**src/rtl/signed_division_controller_pkg.sv**
```systemverilog
// Shared types for the signed division controller: FSM state encoding and the
// packed result record. Fields are sized for the widest supported operand.
package signed_division_controller_pkg;

  localparam int RES_MAX_W = 64;

  typedef enum logic [2:0] {
    ST_IDLE,
    ST_ISSUE,
    ST_WAIT,
    ST_FIXUP,
    ST_OUTPUT
  } state_e;

  typedef struct packed {
    logic                 divide_by_zero;
    logic [RES_MAX_W-1:0] remainder;
    logic [RES_MAX_W-1:0] quotient;
  } result_t;

endpackage

```
**src/rtl/signed_division_controller_twos_complement_abs.sv**
```systemverilog
// Conditional two's-complement negate; combinational, no backpressure.
// Negating the most negative value wraps back to itself.
module twos_complement_abs
  import signed_division_controller_pkg::*;
#(
  parameter int DATA_WIDTH = 16
) (
  input  logic [DATA_WIDTH-1:0] data,
  input  logic                  negate,
  output logic [DATA_WIDTH-1:0] result
);

  assign result = negate ? ((~data) + DATA_WIDTH'(1)) : data;

endmodule

```
**src/rtl/signed_division_controller.sv**
```systemverilog
// Signed/unsigned wrapper around an external unsigned divider; latency is 1 + divider + 2 cycles, or 1 cycle for special cases.
// Single request in flight: ready_o only in IDLE, and the result is held in OUTPUT until ready_i.
module signed_division_controller
  import signed_division_controller_pkg::*;
#(
  parameter int DATA_WIDTH = 16
) (
  input  logic                  clk_i,
  input  logic                  rst_i,
  input  logic [DATA_WIDTH-1:0] dividend_i,
  input  logic [DATA_WIDTH-1:0] divisor_i,
  input  logic                  signed_i,
  input  logic                  valid_i,
  output logic                  ready_o,
  output logic [DATA_WIDTH-1:0] quotient_o,
  output logic [DATA_WIDTH-1:0] remainder_o,
  output logic                  divide_by_zero_o,
  output logic                  valid_o,
  input  logic                  ready_i,
  output logic [DATA_WIDTH-1:0] div_dividend_o,
  output logic [DATA_WIDTH-1:0] div_divisor_o,
  output logic                  div_start_o,
  input  logic [DATA_WIDTH-1:0] div_quotient_i,
  input  logic [DATA_WIDTH-1:0] div_remainder_i,
  input  logic                  div_valid_i,
  input  logic                  div_idle_i
);

  localparam logic [DATA_WIDTH-1:0] MIN_NEG  = {1'b1, {(DATA_WIDTH-1){1'b0}}};
  localparam logic [DATA_WIDTH-1:0] ALL_ONES = '1;

  state_e                state_q, state_d;
  logic [DATA_WIDTH-1:0] dividend_q, divisor_q;
  logic [DATA_WIDTH-1:0] quo_raw_q, rem_raw_q;
  logic [DATA_WIDTH-1:0] quo_fix, rem_fix;
  logic                  signed_q, dvd_neg_q, dvs_neg_q;
  result_t               result_q;
  logic                  accept, is_zero, is_ovf;

  assign ready_o = (state_q == ST_IDLE);
  assign valid_o = (state_q == ST_OUTPUT);
  assign accept  = valid_i & ready_o;
  assign is_zero = (divisor_i == '0);
  assign is_ovf  = signed_i & (dividend_i == MIN_NEG) & (divisor_i == ALL_ONES);

  twos_complement_abs #(.DATA_WIDTH(DATA_WIDTH)) u_abs_dividend (
    .data(dividend_q), .negate(signed_q & dvd_neg_q), .result(div_dividend_o)
  );
  twos_complement_abs #(.DATA_WIDTH(DATA_WIDTH)) u_abs_divisor (
    .data(divisor_q), .negate(signed_q & dvs_neg_q), .result(div_divisor_o)
  );
  twos_complement_abs #(.DATA_WIDTH(DATA_WIDTH)) u_fix_quotient (
    .data(quo_raw_q), .negate(signed_q & (dvd_neg_q ^ dvs_neg_q)), .result(quo_fix)
  );
  twos_complement_abs #(.DATA_WIDTH(DATA_WIDTH)) u_fix_remainder (
    .data(rem_raw_q), .negate(signed_q & dvd_neg_q), .result(rem_fix)
  );

  always_comb begin
    state_d     = state_q;
    div_start_o = 1'b0;
    case (state_q)
      ST_IDLE:   if (valid_i) state_d = (is_zero | is_ovf) ? ST_OUTPUT : ST_ISSUE;
      ST_ISSUE: begin
        if (div_idle_i) begin
          div_start_o = 1'b1;
          state_d     = ST_WAIT;
        end
      end
      ST_WAIT:   if (div_valid_i) state_d = ST_FIXUP;
      ST_FIXUP:  state_d = ST_OUTPUT;
      ST_OUTPUT: if (ready_i) state_d = ST_IDLE;
      default:   state_d = ST_IDLE;
    endcase
  end

  always_ff @(posedge clk_i) begin
    if (rst_i) begin
      state_q    <= ST_IDLE;
      dividend_q <= '0;
      divisor_q  <= '0;
      signed_q   <= 1'b0;
      dvd_neg_q  <= 1'b0;
      dvs_neg_q  <= 1'b0;
      quo_raw_q  <= '0;
      rem_raw_q  <= '0;
      result_q   <= '0;
    end else begin
      state_q <= state_d;
      if (accept) begin
        dividend_q <= dividend_i;
        divisor_q  <= divisor_i;
        signed_q   <= signed_i;
        dvd_neg_q  <= dividend_i[DATA_WIDTH-1];
        dvs_neg_q  <= divisor_i[DATA_WIDTH-1];
        // Special cases bypass the divider and are resolved right here.
        if (is_zero) begin
          result_q.divide_by_zero <= 1'b1;
          result_q.quotient       <= RES_MAX_W'(ALL_ONES);
          result_q.remainder      <= RES_MAX_W'(dividend_i);
        end else if (is_ovf) begin
          result_q.divide_by_zero <= 1'b0;
          result_q.quotient       <= RES_MAX_W'(dividend_i);
          result_q.remainder      <= '0;
        end
      end
      if ((state_q == ST_WAIT) && div_valid_i) begin
        quo_raw_q <= div_quotient_i;
        rem_raw_q <= div_remainder_i;
      end
      if (state_q == ST_FIXUP) begin
        result_q.divide_by_zero <= 1'b0;
        result_q.quotient       <= RES_MAX_W'(quo_fix);
        result_q.remainder      <= RES_MAX_W'(rem_fix);
      end
    end
  end

  assign quotient_o       = result_q.quotient[DATA_WIDTH-1:0];
  assign remainder_o      = result_q.remainder[DATA_WIDTH-1:0];
  assign divide_by_zero_o = result_q.divide_by_zero;

  generate
    if (DATA_WIDTH < RES_MAX_W) begin : g_res_hi
      logic unused_res_hi;
      assign unused_res_hi = ^{result_q.remainder[RES_MAX_W-1:DATA_WIDTH],
                               result_q.quotient[RES_MAX_W-1:DATA_WIDTH]};
    end
  endgenerate

endmodule

```
**config.mk**
```make
export PLATFORM = sky130hd
export DESIGN_NAME = signed_division_controller
export DESIGN_NICKNAME = d
export VERILOG_FILES = /design/src/rtl/signed_division_controller_pkg.sv /design/src/rtl/signed_division_controller_twos_complement_abs.sv /design/src/rtl/signed_division_controller.sv
export SDC_FILE = /design/constraint.sdc
export NUM_CORES = 1
export LEC_CHECK = 0
export CAP_MARGIN = 20
export CORE_MARGIN = 2
export CORE_UTILIZATION = 30
export DETAILED_ROUTE_END_ITERATION = 10
export PLACE_DENSITY = 0.61
export SETUP_SLACK_MARGIN = 0.5
export SLEW_MARGIN = 30
export SYNTH_ARGS = -nofsm -noshare
export SYNTH_HDL_FRONTEND = slang
export SYNTH_HIERARCHICAL = 1
export SYNTH_SLANG_ARGS = --single-unit
export TNS_END_PERCENT = 20
```
**constraint.sdc**
```tcl
create_clock -name clk_i -period 8.3 [get_ports clk_i]
set_input_delay 2.49 -clock clk_i [delete_from_list [all_inputs] [get_ports clk_i]]
set_output_delay 2.49 -clock clk_i [all_outputs]
set_load 0.02 [all_outputs]
```
== After elaboration in Yosys (flattened, before gate mapping) ==
Index checks and enable logic that the tools add are counted.

* Add/sub/neg operators: 4
* Equality and inequality tests: 10
* Mux-type cells: 16
* Bitwise operators: 12
* Reduce and logical (&&, ||, !) cells: 10

{| class="wikitable"
|+ Operators with widths
! kind !! number
|-
| two-way mux 129 bit || 2
|-
| two-way mux 80 bit || 2
|-
| adder 16 x 1 -> 16 bit (second input constant) || 4
|-
| two-way mux 16 bit || 4
|-
| NOT 16 bit || 4
|-
| == test 16 bit (second input constant) || 2
|-
| zero test 16 bit || 1
|-
| two-way mux 3 bit || 5
|-
| one-hot mux 3 bit (5 select lines) || 1
|-
| AND 1 bit || 6
|-
| == test 3 x 2 -> 1 bit (second input constant) || 2
|-
| != test 2 bit (second input constant) || 3
|-
| AND reduction 2 bit || 2
|-
| AND reduction 4 bit || 1
|-
| nonzero test 2 bit || 2
|-
| == test 3 x 1 -> 1 bit (second input constant) || 1
|-
| == test 3 bit (second input constant) || 1
|-
| zero test 3 bit || 1
|-
| nonzero test 3 bit || 1
|-
| two-way mux 1 bit || 2
|-
| != test 2 x 1 -> 1 bit (second input constant) || 1
|-
| OR reduction 2 bit || 1
|-
| logical AND 1 bit || 1
|-
| OR 1 bit || 1
|-
| XOR 1 bit || 1
|}

* Register bits: 151
* Input port bits: 71
* Output and inout port bits: 68

== Depth between registers and ports, before layout ==
Gate-level depths: netlist (run 1).

* Depth in word-level cells: 7
* Gate-level depth with buffers: 10
* Gate-level depth less buffers: 8

== By module ==
Netlist (run 1), hierarchy kept.

{| class="wikitable"
|+ Modules (own cells, without submodules)
! module !! instances !! cells each !! area an instance (um^2) !! seq. area each (um^2)
|-
| signed_division_controller || 1 || 449 || 3867.5 || 2021.9
|-
| twos_complement_abs || 4 || 47 || 332.8 || 0.0
|}

== Least setup slack after synthesis (run 1) ==
OpenSTA, ideal clock, no wires.

* Kind: in2out
* From: input div_idle_i
* To: output div_start_o
* Data arrival time: 2861 ps
* Setup slack: 2949 ps
* Stages on the path: 2
* Cells stage by stage: nand3b_1 nor2_1

* Longest elaborated chain between the ends: 2

{| class="wikitable"
|+ Ends and longest elaborated chain
! element !! RTL line !! text
|-
| start: declaration || signed_division_controller.sv:26 || <nowiki>input logic div_idle_i</nowiki>
|-
| two-way mux 1 bit || signed_division_controller.sv:65 || <nowiki>if (div_idle_i) begin</nowiki>
|-
| two-way mux 1 bit || signed_division_controller.sv:62 || <nowiki>case (state_q)</nowiki>
|-
| end: declaration || signed_division_controller.sv:22 || <nowiki>output logic div_start_o,</nowiki>
|}

No other way between the ends.

== Final worst setup path (run 1) ==
Ends and elaborated chain as after synthesis.

==> results.py, run 1 <==
metrics = {
    "power_and_ir_drop": {
        "cellPowerDensity_nw_per_um2": 167,
        "clkPwrFrac_pct": 36.9,
        "p_int_uw": 854,
        "p_sw_uw": 314,
        "pwr-share-comb_pct": 17.9,
        "vdd_drop_max_mv": 0.0902,
        "p_seq_share_pct": 45.1,
        "total_leakage_power_nw": 2.73,
        "p_sw_share_pct": 26.9,
    },
    "routing": {
        "dr.pass1.iters": 5,
        "num_vias": 4941,
        "wl_um": 15400,
        "drt.antenna.violating_nets": 0,
        "drc_errors": 0,
        "vias_per_cell": 5.05,
        "drtIter0Drc": 281,
        "wire_per_inst_um": 15.8,
    },
    "final_layout": {
        "fillerInstances": 1756,
        "num-nets-final": 824,
        "fin_area_sq_um": 7000,
        "area_growth_pct": 34.6,
        "fin_cells": 978,
        "drive_above_1_share_pct": 8.37,
        "diodes": 0,
    },
    "logic_synthesis": {
        "synthTopCellsByArea": "dfxtp_1 (39%), nand2_1 (12%), a21oi_1 (7.9%)",
        "ys_top_cells_by_count": "nand2_1 (166), dfxtp_1 (101), a21oi_1 (82)",
        "yosysTopAreaCellShare_pct": 38.9,
        "syn_nets": 712,
        "synth-seq-area-share_pct": 38.9,
        "synth-edff-count": 0,
        "syn_area_sq_um": 5200,
        "ys.flop_type": "dfxtp_1",
        "synthCells": 637,
        "yosysMostFrequentCell": "nand2_1",
        "syn_avg_cell_area_sq_um": 8.16,
        "yosys_register_bits": 101,
        "synth_cell_types": 50,
        "ys_async_sr_fraction_pct": 0,
        "yosys_warnings": 6,
        "synth.largest_area_cell": "dfxtp_1",
    },
    "place": {
        "dp_cells": 963,
        "port_buffers": 138,
        "dpl_cell_area_sq_um": 6700,
        "pre_cts_ws_ps": 2040,
        "gp_congestion": 0.808,
        "dp_hpwl_um": 11200,
    },
    "worst_setup_path": {
        "cp_common_cell": "clkdlybuf4s50_1",
        "critical_path_buf_inv_count": 2,
        "cpPeakStageDelay_ps": 610,
        "crit_slowest_cell": "clkdlybuf4s50_1",
        "critPathTopFamily": "buffers and inverters",
        "r2r_setup_slack_ps": 4950,
        "end_kind": "output pin",
        "required_ps": 5810,
        "worstPathCellList": "clkdlybuf4s50_1, nand3b_1, nor2_1, clkdlybuf4s50_1",
        "worstSetupPathType": "input pin to output pin",
        "start_kind": "input pin",
        "crit_fanout": 2,
        "timing.rr.start": "state_q[2]",
        "cp.arrival_ps": 3770,
        "crit_start": "div_idle_i",
    },
    "clock_network": {
        "cts_sinks": 101,
        "clk_latency_ps": 350,
        "post_cts_buffers": 0,
        "ctsResizeCount": 0,
        "h-tree-depth": 3,
        "clk_path_buf_depth": 2,
        "clockRootBuffer": "clkbuf_16",
        "clk_pin_slew_worst_paths_ps": 70,
        "holdBufCountCts": 0,
        "cts_buffers": 9,
        "cts_tree": "done",
    },
    "die": {
        "core_area_sq_um": 17100,
        "die-area_sq_um": 18400,
        "die_h_um": 136,
        "die_w_um": 136,
        "placementRows": 48,
        "io_pins": 139,
        "initial_utilization_pct": 30.4,
    },
    "sta": {
        "layout_min_cycle_time_ps": 6260,
        "timing.hold.ws_ps": 468,
        "hold_viol_final": 0,
        "rsz0062_at_grt": "no",
        "fmax_ghz": 0.160,
        "post-route-period-util_pct": 75.4,
        "fin_setup_tns_ps": 0,
        "final.setup.worst_slack_ps": 2040,
        "drv_slew": 0,
        "worst_pin_slew_ps": 813,
        "fin_skew_ps": 4.75,
        "slew_headroom_pct": 45.8,
        "finalSetupViolCount": 0,
    },
    "global_route": {
        "antenna_found_initial": 0,
        "grt_max_degree": 71,
        "grt.total_usage_pct": 16.9,
        "overflow": 0,
        "grt_pass1_vias": 4575,
        "grt_pass1_wl_um": 24400,
    },
    "flow_run": {
        "max_cap_violations": 0,
    },
    "run_status": {
        "outcome": "finished, final reports clean",
    },
    "min_path": {
        "min_path_type": "register to register",
        "holdCritStartpoint": "quo_raw_q[15]",
    },
}
-- worst reg2reg max path, stage by stage, from the launching register on --
cell and delay [ps]:
dfxtp_1 420, or4b_4 810, nor4_4 380, and3_1 620, or2_1 480, buf_4 350
o221a_2 240
-- sequential cells by signal, summed over array words and instances (netlist names) --
signal / cells
quo_raw_q: 16
signed_q: 1
state_q: 3
rem_raw_q: 16
remainder_o: 16
dividend_q: 16
quotient_o: 16
divisor_q: 16
divide_by_zero_o: 1
-- final cells by class --
type | instances | area [sq um] | area share (%)
Clock buffer | 12 | 256 | 3.67
Tap cell | 225 | 282 | 4.02
Multi-Input combinational cell | 478 | 2910 | 41.6
Sequential cell | 101 | 2020 | 28.9
Clock inverter | 3 | 43.8 | 0.626
Inverter | 13 | 48.8 | 0.697
Timing Repair Buffer | 146 | 1440 | 20.5
-- through the flow --
| step | util, % | power, mW |
|---|---|---|
| 4_1_cts | 40.9 | 1.18 |
| 5_1_grt | 40.9 | 1.22 |
| 6_report | 40.9 | 1.17 |
| 2_1_floorplan | - | 0.648 |
| 3_5_place_dp | 39.1 | 0.748 |
| 3_3_place_gp | 39.1 | 0.747 |
-- cells by family (layout without fill, tap and decap cells) --
family,count (synthesis),in the layout,share of synthesized area [%]
flops,101,101,38.9
xor+xnor,57,57,9.60
fa+ha+maj,4,4,0.963
compound gates,185,185,24.1
buf+inv,58,174,5.25
simple gates,232,232,21.2
-- path summary, 6_finish.rpt --
kind / cells past startpoint / end
setup / recovery: 4 / div_start_o
hold / removal: 2 / quo_raw_q[15]
setup reg to reg: 6 / quotient_o[10]
hold reg to reg: 2 / quo_raw_q[15]
-- layout by cell type (no fill, tap or decap), drive strengths merged, types with 2 or more instances in the layout --
cell and n:
xor2 21, or2 7, dfxtp 101, o41ai 9
inv 13, nor3 2, clkbuf 12, ha 4
o21ai 17, o31a 4, xnor2 36, a31oi 2
buf 9, o31ai 36, nor4 7, o221a 16
nand4 2, nand3b 2, and2 4, clkinv 2
nor2 6, a22oi 16, or4b 2, a21oi 82
clkdlybuf4s50 137, nand2 166, or3 12, or4 12
-- power groups by stage --
stage	logic [mW]	registers, mW	clock network (mW)
CTS	0.211	0.527	0.444
detailed placement	0.209	0.538	0
global route	0.228	0.531	0.464
finish	0.210	0.527	0.431
global placement	0.209	0.538	0
floorplan	0.112	0.536	0
-- routing by layer --
metal,up-vias,wire length [um],track usage (%)
met4,0,271,6.42
met1,2306,7150,23.6
met2,144,7000,26.0
met3,13,1010,3.03
li1,2478,-,-
met5,-,0,0
Power figures use the tool's default switching activity.
==> inputs of run 2 (changes only) <==
Settings changed: PLACE_DENSITY 0.61 to 0.63.
Clock period 8.3 ns to 5.1 ns, I/O delays scaled along.
==> results.py, run 2 (synthesis gave the netlist of run 1 again) <==
metrics = {
    "run_status": {
        "outcome": "finished, final reports clean",
    },
    "clock_network": {
        "clk_path_buf_depth": 2,
        "ctsResizeCount": 0,
        "cts_sinks": 101,
        "post_cts_buffers": 0,
        "h-tree-depth": 3,
        "clockRootBuffer": "clkbuf_16",
        "holdBufCountCts": 0,
        "cts_buffers": 9,
        "clk_latency_ps": 340,
        "cts_tree": "done",
        "clk_pin_slew_worst_paths_ps": 60,
    },
    "routing": {
        "wl_um": 15500,
        "drtIter0Drc": 319,
        "drt.antenna.violating_nets": 0,
        "num_vias": 4861,
        "vias_per_cell": 4.95,
        "dr.pass1.iters": 5,
        "wire_per_inst_um": 15.8,
        "drc_errors": 0,
    },
    "final_layout": {
        "num-nets-final": 827,
        "final_common_cell": "nand2_1",
        "drive_above_1_share_pct": 8.72,
        "utilization_pct": 40.9,
        "final_cell_mix": "nand2_1 (166), clkdlybuf4s50_1 (137), dfxtp_1 (101)",
        "area_growth_pct": 34.8,
        "diodes": 0,
    },
    "global_route": {
        "use_met3_pct": 4.04,
        "grt_pass1_wl_um": 24300,
        "antenna_found_initial": 0,
        "grt_pass1_vias": 4536,
        "busiest_layer": "met2",
        "met1_usage_pct": 22.5,
        "overflow": 0,
        "grt.total_usage_pct": 16.7,
        "grt_max_degree": 38,
        "grt_use_met2_pct": 26.4,
    },
    "worst_setup_path": {
        "crit_fanout": 2,
        "start_kind": "input pin",
        "required_ps": 3570,
        "cpPeakStageDelay_ps": 610,
        "worstSetupPathType": "input pin to output pin",
        "cp.arrival_ps": 2820,
        "r2r_setup_slack_ps": 2270,
        "end_kind": "output pin",
        "cp_common_cell": "clkdlybuf4s50_1",
        "crit_slowest_cell": "clkdlybuf4s50_1",
        "worstPathCellList": "clkdlybuf4s50_1, nand3b_1, nor2_1, clkdlybuf4s50_1",
    },
    "sta": {
        "finalSetupViolCount": 0,
        "post-route-period-util_pct": 85.4,
        "layout_min_cycle_time_ps": 4350,
        "slew_headroom_pct": 54.7,
        "worst_pin_slew_ps": 672,
        "hold_viol_final": 0,
        "fin_setup_tns_ps": 0,
        "rsz0062_at_grt": "no",
        "fmax_ghz": 0.230,
        "fin_skew_ps": 6.99,
        "drv_slew": 0,
    },
    "place": {
        "gp_congestion": 0.825,
        "dp_hpwl_um": 11400,
        "port_buffers": 138,
    },
    "die": {
        "core_area_sq_um": 17100,
        "die_w_um": 136,
        "die-area_sq_um": 18400,
        "placementRows": 48,
        "io_pins": 139,
        "die_h_um": 136,
        "initial_utilization_pct": 30.4,
    },
    "power_and_ir_drop": {
        "p_sw_share_pct": 27.3,
        "p_int_mw": 1.36,
        "clkPwrFrac_pct": 35.8,
        "pwr-share-comb_pct": 18.2,
        "total_leakage_power_nw": 2.75,
        "p_seq_share_pct": 46.0,
        "p_sw_uw": 509,
        "cellPowerDensity_nw_per_um2": 266,
        "vdd_drop_max_mv": 0.146,
    },
    "min_path": {
        "min_path_type": "register to register",
    },
    "flow_run": {
        "max_cap_violations": 0,
    },
}
==> run 2: cell count changes in the layout (fill, tap and decap cells not counted) <==
cell	previous run	this run
nor2_1	4	5
nor2_2	2	1
clkinv_4	0	1
clkbuf_8	2	3
inv_6	1	0
buf_4	8	11
bufinv_16	1	0
clkinv_2	1	2
==> run 2: power by group through the flow <==
stage	clock network, mW	logic [mW]	registers [mW]
floorplan	0	0.182	0.873
global placement	0	0.340	0.875
detailed placement	0	0.341	0.876
CTS	0.684	0.342	0.857
global route	0.713	0.369	0.862
finish	0.667	0.339	0.858
==> run 2: worst paths after layout <==
kind                                   start             to  cells past startpoint
worst max register to register    state_q[2]  quotient_o[5]                      7
worst max-delay path              div_idle_i    div_start_o                      4
worst min-delay path            quo_raw_q[1]   quo_raw_q[1]                      2
worst min register to register  quo_raw_q[1]   quo_raw_q[1]                      2
==> run 2: area by class of cell <==
cell class | count | area [sq um]
clock buffers | 13 | 270
clock inverters | 3 | 18.8
fillers | 1763 | 10100
inverters | 13 | 48.8
multi-input cells | 478 | 2910
flip-flops and latches | 101 | 2020
well taps | 225 | 282
repair buffers | 149 | 1460
==> run 2: metal layers <==
metal  routed length [um]  up-vias
met3                  935       16
met4                  269        0
met2                 7000      119
met5                    0        -
li1                     -     2484
met1                 7270     2242
==> run 2: critical path, delay by kind of cell <==
family        cells  cell delay [ps]
buf+inv           2             1090
simple gates      2              210
==> run 2: through the flow <==
step / hold WS [ps] / area (sq um) / instances / worst slack, ps / power (mW)
after floorplan: 445 / 5200 / 637 / 1670 / 1.05
final: 466 / 7010 / 982 / 746 / 1.86
after global placement: 455 / 6720 / 966 / 770 / 1.21
after global routing: 494 / 7010 / 982 / 675 / 1.94
after CTS: 469 / 7010 / 982 / 741 / 1.88
after detailed placement: 459 / 6720 / 966 / 751 / 1.22
==> inputs of run 3 (changes only) <==
Settings changed: CTS_BUF_LIST set to sky130_fd_sc_hd__clkbuf_4.
==> results.py, run 3 (synthesis gave the netlist of run 1 again) <==
metrics = {
    "run_status": {
        "outcome": "finished, final reports clean",
    },
    "routing": {
        "met1_length_um": 7180,
        "topRoutingLayerUsed": "met4",
        "drtIter0Drc": 309,
        "dr.pass1.iters": 5,
        "wl_met3_um": 1010,
        "wl_um": 15500,
        "dr_wl_met2_um": 6970,
        "wire_per_inst_um": 15.7,
        "drt.antenna.violating_nets": 0,
        "num_vias": 4888,
        "drc_errors": 0,
        "vias_per_cell": 4.97,
    },
    "sta": {
        "fin_skew_ps": 20.3,
        "drv_slew": 0,
        "post-route-period-util_pct": 87.1,
        "finalSetupViolCount": 0,
        "rsz0062_at_grt": "no",
        "fin_setup_tns_ps": 0,
        "slew_headroom_pct": 54.3,
        "worst_pin_slew_ps": 685,
        "hold_viol_final": 0,
        "fmax_ghz": 0.225,
        "layout_min_cycle_time_ps": 4440,
    },
    "global_route": {
        "grt.total_usage_pct": 16.6,
        "antenna_found_initial": 1,
        "grt_pass1_vias": 4527,
        "grt_max_degree": 38,
        "grt_pass1_wl_um": 24200,
        "overflow": 0,
    },
    "die": {
        "initial_utilization_pct": 30.4,
        "die_w_um": 136,
        "die_h_um": 136,
        "io_pins": 139,
        "core_area_sq_um": 17100,
        "placementRows": 48,
        "die-area_sq_um": 18400,
    },
    "worst_setup_path": {
        "worstSetupPathType": "register to output pin",
        "start_kind": "register",
        "end_kind": "output pin",
        "required_ps": 3570,
        "cp.arrival_ps": 2910,
        "crit_fanout": 5,
    },
    "final_layout": {
        "fin_area_sq_um": 6830,
        "fin_cells": 983,
        "register_area_sq_um": 2020,
        "drive_above_1_share_pct": 8.45,
        "multi_input_area_sq_um": 2910,
        "fillerInstances": 1789,
        "final_cell_mix": "nand2_1 (166), clkdlybuf4s50_1 (137), dfxtp_1 (101)",
        "num-nets-final": 827,
        "final_common_cell": "nand2_1",
        "area_growth_pct": 31.3,
    },
    "place": {
        "gp_congestion": 0.825,
        "dp_cells": 966,
        "dpl_cell_area_sq_um": 6720,
        "port_buffers": 138,
        "dp_hpwl_um": 11400,
    },
    "power_and_ir_drop": {
        "clkPwrFrac_pct": 23.4,
        "vdd_drop_max_mv": 0.0864,
        "p_int_mw": 1.09,
        "p_sw_uw": 476,
        "pwr-share-comb_pct": 21.7,
        "p_sw_share_pct": 30.5,
        "cellPowerDensity_nw_per_um2": 229,
        "total_leakage_power_nw": 2.67,
        "p_seq_share_pct": 54.9,
    },
    "min_path": {
        "min_path_type": "register to register",
    },
    "clock_network": {
        "post_cts_buffers": 0,
        "clockRootBuffer": "clkbuf_4",
        "cts_tree": "done",
        "holdBufCountCts": 0,
        "cts_buffers": 9,
        "cts_sinks": 101,
        "ctsResizeCount": 0,
        "clk_path_buf_depth": 2,
        "h-tree-depth": 3,
        "clk_latency_ps": 450,
        "clk_pin_slew_worst_paths_ps": 160,
    },
    "flow_run": {
        "max_cap_violations": 0,
    },
}
## run 3: cell count changes in the layout (fill, tap and decap cells not counted)
| cell | delta |
|---|---|
| clkbuf_4 | +10 |
| clkbuf_1 | -1 |
| clkinv_1 | +3 |
| clkbuf_16 | -9 |
| clkbuf_8 | -3 |
| diode_2 | +1 |
## run 3: power by group through the flow
stage | Sequential (mW) | Clock (mW) | Combinational (mW)
2_1_floorplan | 0.873 | 0 | 0.182
6_report | 0.858 | 0.365 | 0.339
3_5_place_dp | 0.876 | 0 | 0.341
4_1_cts | 0.858 | 0.380 | 0.342
5_1_grt | 0.864 | 0.408 | 0.369
3_3_place_gp | 0.875 | 0 | 0.340
## run 3: path summary, 6_finish.rpt
| check | startpoint | to | slack, ps | cells past startpoint |
|---|---|---|---|---|
| setup / recovery | dividend_q[4] | div_dividend_o[15] | 660 | 5 |
| hold / removal | divisor_q[1] | divisor_q[1] | 480 | 2 |
| setup reg to reg | state_q[2] | quotient_o[5] | 2260 | 7 |
| hold reg to reg | divisor_q[1] | divisor_q[1] | 480 | 2 |
## run 3: metrics by stage
step,power (mW),setup WS (ps),utilization (%),hold slack (ps)
after global placement,1.21,770,39.2,455
after CTS,1.58,617,39.9,479
final,1.56,660,39.9,476
after global routing,1.64,525,39.9,505
after detailed placement,1.22,751,39.2,459
after floorplan,1.05,1670,-,445
## run 3: layout make-up
type	count	area share, %
well taps	225	4.12
clock buffers	10	1.10
multi-input cells	478	42.6
clock inverters	6	0.440
repair buffers	149	21.4
diodes	1	0.0367
inverters	13	0.715
flip-flops and latches	101	29.6
## run 3: layer usage
| metal | GRT usage, % | vias up |
|---|---|---|
| met5 | 0 | - |
| met4 | 6.08 | 0 |
| met3 | 3.25 | 17 |
| met2 | 26.2 | 132 |
| met1 | 22.6 | 2250 |
| li1 | - | 2489 |
## run 3: critical path, cell delays in order, from the launching register on
cell	delay, ps
dfxtp_1	370
or4_1	540
or3_4	420
o41ai_2	320
xnor2_1	180
clkdlybuf4s50_1	630
==> variant 1 (flow settings as in run 3) <==
Register the input `div_quotient_i` before use, without a reset. The logic sees it one clock later. The other inputs are not delayed to match.
--- a/src/rtl/signed_division_controller.sv
+++ b/src/rtl/signed_division_controller.sv
@@ -30,2 +30,8 @@
   localparam logic [DATA_WIDTH-1:0] ALL_ONES = '1;
+
+  logic [DATA_WIDTH-1:0] div_quotient_q;
+
+  always_ff @(posedge clk_i) begin
+    div_quotient_q <= div_quotient_i;
+  end
 
@@ -107,3 +113,3 @@
       if ((state_q == ST_WAIT) && div_valid_i) begin
-        quo_raw_q <= div_quotient_i;
+        quo_raw_q <= div_quotient_q;
         rem_raw_q <= div_remainder_i;
Function: changed (Yosys sat finds a counterexample within 10 cycles, from zero or initial values and one cycle with rst_i high).
==> variant 1 against run 3 <==
Total power increased by 26%; synthesized area increased by 6.0%; routed wire length decreased by 1.0%; first-iteration DRC count increased by 3.2%; sequential cell count increased by 16; highest routed layer unchanged; cell area increased by 7.6%; synthesized cell count increased by 2.8%; worst setup slack got worse by 0.027 ns; combinational power increased by 6.2%; global-route usage decreased by 0.94 points; sequential share of layout area increased by 2.3 points.
==> variant 1: results (changes against run 3) <==
status:
  outcome: "finished, final reports clean"
die:
  n_tap_cell: 229  # +1.8%
clocking:
  cts_buffers: 17  # +8
  path_clk_slew_ns: 0.12  # -0.04 ns
  clock_latency_ns: 0.53  # +0.08 ns
  cts_max_level: 4  # +1
critical_path:
  rrSetupSlack_ns: 2.47  # +0.21 ns
  rr_endpoint: "quotient_o[14]$_SDFFE_PP0P_"
  startpoint: "div_idle_i"
  crit_fanout: 3  # -2
  crit_arrival_ns: 2.94  # +0.03 ns
final_layout:
  fillers: 1892  # +5.8%
timing:
  worst_clock_skew_ns: 0.0150  # -0.00528 ns
global_route:
  grt_pass1_vias: 4435  # -2.0%
  grtUsageTotal_pct: 15.7  # -0.94 points
synthesis:
  synth_common_cells: "nand2_1, dfxtp_1, a21oi_1, o31ai_1, xnor2_1"
  ys_seq_area_share_pct: 42.5  # +3.6 points
  syn_area_per_cell_um2: 8.42  # +3.1%
  synth.area.top_cells: "dfxtp_1, nand2_1, a21oi_1"
power:
  max-vdd-ir-drop_mv: 0.129  # +49%
  p_switching_uw: 630  # +32%
placed_design:
  place_ws_ns: 0.625  # -0.126 ns
  place_hpwl_um: 11200  # -1.4%
  place_area_mm2: 0.00708  # +5.4%
drt:
  drt_iter0_drc: 319  # +3.2%
[variant 1: worst min-delay path by stage]
stage | startpoint | to | slack, ns | cells past startpoint
2_1_floorplan | div_quotient_q[1]$_DFF_P_ | quo_raw_q[1]$_SDFFE_PP0P_ | 0.42 | 2
3_3_place_gp | div_quotient_q[12]$_DFF_P_ | quo_raw_q[12]$_SDFFE_PP0P_ | 0.42 | 2
3_5_place_dp | div_quotient_q[0]$_DFF_P_ | quo_raw_q[0]$_SDFFE_PP0P_ | 0.43 | 2
4_1_cts | div_quotient_q[0]$_DFF_P_ | quo_raw_q[0]$_SDFFE_PP0P_ | 0.44 | 2
5_1_grt | div_quotient_q[8]$_DFF_P_ | quo_raw_q[8]$_SDFFE_PP0P_ | 0.45 | 2
6_report | div_quotient_q[0]$_DFF_P_ | quo_raw_q[0]$_SDFFE_PP0P_ | 0.43 | 2
[variant 1: worst register-to-register path: cells and delay by family, from the launching register on]
family / cells / cell delay [ns]
flops: 1 / 0.59
buf+inv: 2 / 0.49
compound gates: 2 / 0.47
simple gates: 2 / 1.03
[variant 1: what timing repair did]
item,CTS,global route
resized for setup,0,2
setup endpoints to repair,0,14
buffers inserted,0,0
[variant 1: routing by layer]
metal	global-route usage [%]	share of wire, %	up-vias
met4	4.42	1.0	0
met1	22.1	47	2276
li1	-	-	2575
met5	0	0	-
met2	23.0	45	142
met3	5.09	6.7	12
[variant 1: cells by family (layout without fill, tap and decap cells)]
logic type	Yosys count	count (layout)	synth area share, %
xor+xnor	57	57	9.06
fa+ha+maj	4	4	0.908
other cells	0	1	0
flops	117	117	42.5
simple gates	233	233	20.1
buf+inv	58	195	4.61
mux	1	1	0.182
compound gates	185	185	22.7
==> variant 2 (config.mk and constraints of run 3) <==
Made on the original files. `DATA_WIDTH` is set to 16 in 2 places; all go to 20.
--- a/src/rtl/signed_division_controller_twos_complement_abs.sv
+++ b/src/rtl/signed_division_controller_twos_complement_abs.sv
@@ -5,3 +5,3 @@
 #(
-  parameter int DATA_WIDTH = 16
+  parameter int DATA_WIDTH = 20
 ) (
--- a/src/rtl/signed_division_controller.sv
+++ b/src/rtl/signed_division_controller.sv
@@ -5,3 +5,3 @@
 #(
-  parameter int DATA_WIDTH = 16
+  parameter int DATA_WIDTH = 20
 ) (
Interface: changed (8 resized); port bits go from 139 to 171. The function was not compared with the original's and may differ.
==> variant 2 against run 3 <==
Routed wire length rose by 52%; global-route usage rose by 2.6 points; cell area rose by 31%; total power rose by 42%; synthesized area rose by 31%; sequential share of layout area fell by 1.6 points; worst setup slack got worse by 0.17 ns; via count rose by 38%; sequential cell count rose by 24; die area rose by 30%; critical endpoint is now div_dividend_o[14]; largest cell class unchanged.
==> variant 2: results (changes against run 3) <==
critical_path:
  startpoint: "dividend_q[1]$_SDFFE_PP0P_"
  crit_path_end: "div_dividend_o[14]"
  crit_arrival_ns: 3.08  # +0.17 ns
  crit_fanout: 3  # -2
  rr_worst_depth: 8  # +1
drt:
  drt_iter0_drc: 420  # +36%
  dr_wl_met3_um: 2030  # +100%
  wire_per_inst_um: 18.1  # +15%
timing:
  worst_clock_skew_ns: 0.0150  # -0.00526 ns
  tightest_slew_ns: 0.930  # +0.245 ns
  fin_ws_ns: 0.492  # -0.168 ns
placed_design:
  place_ws_ns: 0.779  # +0.0280 ns
  gp_congestion: 0.863  # +4.6%
  place_area_mm2: 0.00868  # +29%
final_layout:
  design.seq.count: 125  # +24%
  buffers: 185  # +24%
  drive_above_1_share_pct: 7.33  # -1.1 points
  inv_count: 10  # -3
  seq_area_mm2: 0.00250  # +24%
  final-clk-cell-share_pct: 2.80  # +1.3 points
  buf_share_pct: 20.3  # -1.1 points
  nMultiInputCombCells: 659  # +38%
  fin_nets: 1089  # +32%
global_route:
  grt_pass1_vias: 6186  # +37%
  grt_use_met3_pct: 5.58  # +2.3 points
  grtUsageTotal_pct: 19.2  # +2.6 points
  grtUsageMet2_pct: 29.0  # +2.9 points
clocking:
  path_clk_slew_ns: 0.11  # -0.05 ns
  clock_latency_ns: 0.54  # +0.09 ns
  cts_resized: 1  # +1
synthesis:
  ys_seq_area_share_pct: 36.8  # -2.1 points
  synth.area.top_cells: "dfxtp_1, nand2_1, a21oi_1"
  syn_nets: 956  # +34%
power:
  intPower_uw: 1540  # +42%
  p_leak_uw: 0.00353  # +32%
  max-vdd-ir-drop_mv: 0.116  # +35%
status:
  outcome: "finished, final reports clean"
variant 2: changes by cell type after synthesis, sizes merged, moves of 6 or more:
cell / run 3 / this run
xor2: 21 / 33
o21ai: 17 / 23
a211oi: 1 / 19
dfxtp: 101 / 125
and2: 4 / 23
clkbuf: 33 / 54
a21oi: 82 / 125
o221a: 16 / 1
or4: 12 / 19
nand2: 166 / 202
o31ai: 36 / 56
nand2b: 1 / 9
variant 2: worst min path at each step:
stage	slack, ns	to	start
finish	0.49	signed_q$_SDFFE_PP0P_	signed_q$_SDFFE_PP0P_
CTS	0.49	quo_raw_q[1]$_SDFFE_PP0P_	quo_raw_q[1]$_SDFFE_PP0P_
floorplan	0.45	quo_raw_q[19]$_SDFFE_PP0P_	quo_raw_q[19]$_SDFFE_PP0P_
global route	0.50	rem_raw_q[19]$_SDFFE_PP0P_	rem_raw_q[19]$_SDFFE_PP0P_
global placement	0.46	rem_raw_q[19]$_SDFFE_PP0P_	rem_raw_q[19]$_SDFFE_PP0P_
detailed placement	0.47	quo_raw_q[1]$_SDFFE_PP0P_	quo_raw_q[1]$_SDFFE_PP0P_
variant 2: stage by stage:
| step | total power (µW) | instances |
|---|---|---|
| CTS | 2240 | 1294 |
| global placement | 1570 | 1264 |
| floorplan | 1340 | 865 |
| global route | 2320 | 1295 |
| detailed placement | 1580 | 1264 |
| finish | 2220 | 1295 |
variant 2: logic make-up (layout without fill, tap and decap cells):
logic type	count (synthesis)	count (layout)	synth area share, %
AOI/OAI and AO/OA	272	272	25.9
xor gates and xnor gates	73	73	9.41
buffers and inverters	81	225	5.03
DFF	125	125	36.8
adders and majority gates	4	4	0.737
and+or+nand+nor	310	310	22.1
other	0	1	0
variant 2: worst min-delay path: stages (launching register included):
cell and delay [ns]:
dfxtp_1 0.34, nand2_1 0.06, a21oi_1 0.05
